`src/rtl/ct_piu_csr_bridge_mc.sv`:
```
// Multi-channel CSR bridge: per-channel request capture, round-robin arbitration
// and a single outstanding register-block transaction with timeout.
module ct_piu_csr_bridge_mc #(
   parameter int unsigned CH_NUM = 4,
   parameter int unsigned OP_W   = 16,
   parameter int unsigned DATA_W = 64,
   parameter int unsigned TO_CYC = 255
) (
   input  logic                              forever_cpuclk,
   input  logic                              cpurst_b,
   input  logic [CH_NUM-1:0]                 ibiu_ciu_csr_sel,
   input  logic [CH_NUM*(OP_W+DATA_W)-1:0]   ibiu_ciu_csr_wdata,
   output logic [CH_NUM-1:0]                 ciu_ibiu_csr_cmplt,
   output logic [CH_NUM*DATA_W-1:0]          ciu_ibiu_csr_rdata,
   output logic [CH_NUM-1:0]                 ciu_ibiu_csr_err,
   output logic                              piu_regs_sel,
   output logic [OP_W-1:0]                   piu_regs_op,
   output logic [DATA_W-1:0]                 piu_regs_wdata,
   input  logic                              regs_piu_cmplt,
   input  logic [DATA_W-1:0]                 regs_piux_rdata,
   output logic                              piu_xx_regs_no_op
);

   localparam int unsigned REQ_W = OP_W + DATA_W;
   localparam int unsigned PTR_W = (CH_NUM > 1) ? $clog2(CH_NUM) : 1;
   localparam int unsigned CNT_W = $clog2(TO_CYC);
   localparam logic [CNT_W-1:0] CNT_LAST = CNT_W'(TO_CYC - 1);
   localparam logic [PTR_W-1:0] PTR_INIT = PTR_W'(CH_NUM - 1);

   typedef enum logic [1:0] {IDLE, REQ, WAIT, RESP} state_t;

   state_t              state;
   state_t              state_nxt;
   logic [CH_NUM-1:0]   pending;
   logic [CH_NUM-1:0]   pending_nxt;
   logic [REQ_W-1:0]    cap [CH_NUM];
   logic [PTR_W-1:0]    gnt;
   logic [PTR_W-1:0]    gnt_nxt;
   logic [PTR_W-1:0]    idx;
   logic                found;
   logic [CNT_W-1:0]    cnt;
   logic                grant_now;
   logic                wait_done;
   logic                timeout;
   logic                rsp_err;
   logic [DATA_W-1:0]   rsp_data [CH_NUM];

   // gnt doubles as the round-robin pointer: search starts just after it
   always_comb begin
      found   = 1'b0;
      gnt_nxt = gnt;
      idx     = '0;
      for (int unsigned i = 1; i <= CH_NUM; i++) begin
         idx = PTR_W'((32'(gnt) + i) % CH_NUM);
         if (!found && pending[idx]) begin
            found   = 1'b1;
            gnt_nxt = idx;
         end
      end
   end

   always_ff @(posedge forever_cpuclk) begin
      if (!cpurst_b) state <= IDLE;
      else           state <= state_nxt;
   end

   always_comb begin
      state_nxt    = state;
      piu_regs_sel = 1'b0;
      grant_now    = 1'b0;
      wait_done    = 1'b0;
      timeout      = 1'b0;
      case (state)
         IDLE: begin
            if (found) begin
               state_nxt = REQ;
               grant_now = 1'b1;
            end
         end
         REQ: begin
            piu_regs_sel = 1'b1;
            state_nxt    = WAIT;
         end
         WAIT: begin
            if (regs_piu_cmplt) begin
               state_nxt = RESP;
               wait_done = 1'b1;
            end else if (cnt == CNT_LAST) begin
               state_nxt = RESP;
               wait_done = 1'b1;
               timeout   = 1'b1;
            end
         end
         RESP:    state_nxt = IDLE;
         default: state_nxt = IDLE;
      endcase
   end

   // already-pending channels keep their flag and ignore the new pulse
   always_comb begin
      pending_nxt = pending | ibiu_ciu_csr_sel;
      if (grant_now) pending_nxt[gnt_nxt] = 1'b0;
   end

   always_ff @(posedge forever_cpuclk) begin
      for (int unsigned i = 0; i < CH_NUM; i++) begin
         if (ibiu_ciu_csr_sel[i] && !pending[i])
            cap[i] <= ibiu_ciu_csr_wdata[i*REQ_W +: REQ_W];
      end
   end

   always_ff @(posedge forever_cpuclk) begin
      if (!cpurst_b) begin
         pending        <= '0;
         gnt            <= PTR_INIT;
         cnt            <= '0;
         piu_regs_op    <= '0;
         piu_regs_wdata <= '0;
         rsp_err        <= 1'b0;
         for (int unsigned i = 0; i < CH_NUM; i++) rsp_data[i] <= '0;
      end else begin
         pending <= pending_nxt;
         if (grant_now) begin
            gnt                           <= gnt_nxt;
            {piu_regs_op, piu_regs_wdata} <= cap[gnt_nxt];
         end
         if (state == WAIT && !wait_done)
            cnt <= (cnt == CNT_LAST) ? cnt : cnt + CNT_W'(1);
         else
            cnt <= '0;
         if (wait_done) begin
            rsp_err       <= timeout;
            rsp_data[gnt] <= timeout ? '1 : regs_piux_rdata;
         end
      end
   end

   always_comb begin
      ciu_ibiu_csr_cmplt = '0;
      ciu_ibiu_csr_err   = '0;
      ciu_ibiu_csr_rdata = '0;
      if (state == RESP) begin
         ciu_ibiu_csr_cmplt[gnt] = 1'b1;
         ciu_ibiu_csr_err[gnt]   = rsp_err;
      end
      for (int unsigned i = 0; i < CH_NUM; i++)
         ciu_ibiu_csr_rdata[i*DATA_W +: DATA_W] = rsp_data[i];
   end

   assign piu_xx_regs_no_op = (state == IDLE) && (pending == '0);

endmodule

```
`config.mk`:
```
export PLATFORM = sky130hd
export DESIGN_NAME = ct_piu_csr_bridge_mc
export DESIGN_NICKNAME = d
export VERILOG_FILES = /design/src/rtl/ct_piu_csr_bridge_mc.sv
export SDC_FILE = /design/constraint.sdc
export NUM_CORES = 1
export LEC_CHECK = 0
export CAP_MARGIN = 20
export CORE_AREA = 8 8 283 285
export CTS_CLUSTER_SIZE = 40
export DETAILED_ROUTE_END_ITERATION = 16
export DIE_AREA = 0 0 291 293
export GPL_TIMING_DRIVEN = 0
export HOLD_SLACK_MARGIN = 0.06
export PLACE_DENSITY = 0.73
export SYNTH_ARGS = -nofsm -noshare
export SYNTH_HDL_FRONTEND = slang
export SYNTH_SLANG_ARGS = --single-unit
```
`constraint.sdc`:
```
create_clock -name forever_cpuclk -period 7.7 [get_ports forever_cpuclk]
set_clock_uncertainty 0.1 [all_clocks]
set_input_delay 1.54 -clock forever_cpuclk [delete_from_list [all_inputs] [get_ports forever_cpuclk]]
set_output_delay 1.54 -clock forever_cpuclk [all_outputs]
set_load 0.05 [all_outputs]
```
==> results.yml <==
yosys:
  ys_ff_latch: 673
  synthArstFlopShare: 0
  synth_cells: 1894
  ys.flop_type: "edfxtp_1"
  syn-num-nets: 2295
  synth_area_um2: 26600
  synth_edf_count: 576
  ys_types: 41
  syn_area_per_cell_um2: 14.0
  yosysSeqAreaShare: 0.724
  synth_warnings: 0
timing:
  slew_violations: 0
  fin_crit_sh: 0.636
  worstMarginPinSlew_ns: 1.15
  holdWs_ns: 0.405
  min_period_ns: 4.90
  rsz0062_at_grt: "false"
  max_freq_mhz: 204
  maxSlewHeadroom: 0.231
  hold_viol_final: 0
  setup_viol: 0
critical_path:
  required_ns: 7.92
  critPathLaunchType: "input port"
  r2r-start: "gnt[0]"
  crit_fanout: 36
  crit_type: "input port to flop"
  end_kind: "flop"
  rr_endpoint: "piu_regs_wdata[5]"
  cp.arrival_ns: 5.12
  r2r_cells: 11
  reg2reg_slack_ns: 3.15
pwr:
  irDropWorstVdd_v: 0.000264
  powerDensity_nw_per_um2: 367
  total_leakage_power_nw: 13.6
  power_mw: 14.0
detailed_routing:
  wl_um: 97200
  wire_per_inst_um: 25.8
  met3_wirelength_um: 8910
  routed-wl-met2_um: 48600
  ant_nets: 0
  num_vias: 19700
  met1_length_um: 34900
  drtIter0Drc: 1674
  drc: 0
  dr.pass1.iters: 6
  via_per_inst: 5.23
  topRoutingLayerUsed: "met5"
floorplan:
  fp.dieW_um: 291
  die_area_um2: 85300
  ios: 737
  coreArea_um2: 75400
  num_rows: 101
  start_util: 0.352
  die_h_um: 293
clock_tree:
  clockRootBuffer: "clkbuf_16"
  cts.sinks: 673
  worstSkewPairLatency_ns: 0.63
  h-tree-depth: 3
  cts_buffer_depth: 3
  cts_resized: 0
  holdBufCountCts: 0
  post-cts-setup-buffers: 0
  cts_tree: "done"
  cts_buffers: 73
  path_clk_slew_ns: 0.06
global_route:
  grt_pass1_wl_um: 139000
  grt_max_degree: 59
  antenna_found_initial: 23
  grt_pass1_vias: 20500
  track_usage: 0.218
  overflow: 0
placement:
  placed_area_um2: 35600
  gp_congestion: 0.926
  portBuffers: 736
  dp_hpwl_um: 74600
finish:
  nets: 3121
  area_growth_pct: 43.2
  layout-drive-gt1-share: 0.0936
  fin_area_um2: 38100
  fill_cells: 6460
min_path:
  hold_class: "flop to flop"
  hp-start: "cnt[0]"
  min_to: "cnt[0]"
  min_path_cells: 1
status:
  outcome: "complete, no violations"
run:
  cap_viol_max_count: 0
worst max-delay path by stage:
stage	startpoint	endpoint	slack, ns	depth (start not counted)
floorplan	ibiu_ciu_csr_sel[1]	cap[1][0]	2.03	1
detailed placement	cpurst_b	rsp_data[2][11]	2.10	7
global placement	ibiu_ciu_csr_sel[1]	cap[1][13]	-1.12	2
global route	cpurst_b	rsp_data[2][21]	2.68	7
CTS	cpurst_b	rsp_data[2][21]	2.76	7
finish	cpurst_b	rsp_data[2][18]	2.80	7
metal layers:
layer,track usage,vias up
li1,-,8787
met1,0.237,9671
met2,0.382,1045
met3,0.0722,200
met4,0.107,16
met5,0,-
metrics by stage:
stage	worst slack [ns]	cells	util	TNS, ns
3_5_place_dp	2.10	3623	0.471	0
6_report	2.80	3770	0.505	0
4_1_cts	2.76	3757	0.504	0
3_3_place_gp	-1.12	3608	0.466	-313.60
5_1_grt	2.68	3765	0.504	0
2_1_floorplan	2.03	1894	-	0
cell usage in the layout, fill, tap and decap left out, types with 6 or more instances in the layout:
cell	n
clkbuf_16	74
o21ai_0	85
buf_1	6
mux2i_1	83
a31oi_1	84
bufinv_16	9
nor2_1	329
inv_1	86
a221o_1	82
clkdlybuf4s50_1	736
clkbuf_1	106
buf_2	29
a21oi_1	83
buf_12	9
nand2_1	89
edfxtp_1	576
ha_1	10
and2_1	8
and3_1	6
clkinv_2	15
diode_2	13
clkinv_1	12
buf_6	10
dfxtp_1	97
a311oi_2	78
worst max-delay path: stages:
cell,delay [ns]
clkdlybuf4s50_1,0.74
o211ai_1,0.38
or3_1,0.18
clkbuf_1,0.58
clkbuf_1,0.76
nand2_4,0.50
buf_12,0.34
cell type report:
class | count | area, µm² | area share
sequential | 673 | 19200 | 0.505
timing repair buffer | 751 | 7690 | 0.202
multi-input combinational | 991 | 6430 | 0.169
clock buffer | 84 | 1890 | 0.0496
tap | 978 | 1220 | 0.0321
buffer | 144 | 661 | 0.0174
clock inverter | 50 | 583 | 0.0153
inverter | 86 | 323 | 0.00848
antenna | 13 | 32.5 | 0.000855
sequential cells by signal (all words and copies together), names as in the netlist:
name,count
rsp_err,1
pending,4
piu_regs_wdata,64
gnt,2
rsp_data,256
state,2
cap,320
cnt,8
piu_regs_op,16
logic make-up after synthesis:
family	count (synthesis)	share of synthesized area
compound gates	426	0.131
xor+xnor	4	0.00132
fa+ha+maj	10	0.00471
buf+inv	230	0.0370
flops	673	0.724
mux	84	0.0318
simple gates	467	0.0702
synthesized netlist by cell type, types with 4 or more instances:
cell type    n  area (µm²)
a311oi_2    78        1170
buf_1        6        22.5
nand2b_1     4        25.0
and3_1       6        37.5
a31oi_1     84         526
nor2_1     330        1240
ha_1        10         125
edfxtp_1   576       17300
or3_1        4        25.0
inv_1       86         323
dfxtp_1     97        1940
nand2_1     93         349
and2_1       8        50.1
clkbuf_1    96         360
o21ai_0     85         425
a221o_1     82         821
buf_2       29         145
nor2b_1      8        50.1
a21oi_1     83         415
mux2i_1     83         831
nand3_1      4        20.0
buf_6       10         113
report_power, final:
group          internal, mW  switching, mW  total (mW)
Sequential             4.49          0.239        4.73
Combinational          1.96           3.66        5.62
Clock                  2.10           1.52        3.61
Total                  8.55           5.41        14.0
Note: power is estimated with default switching activity, not from simulation.
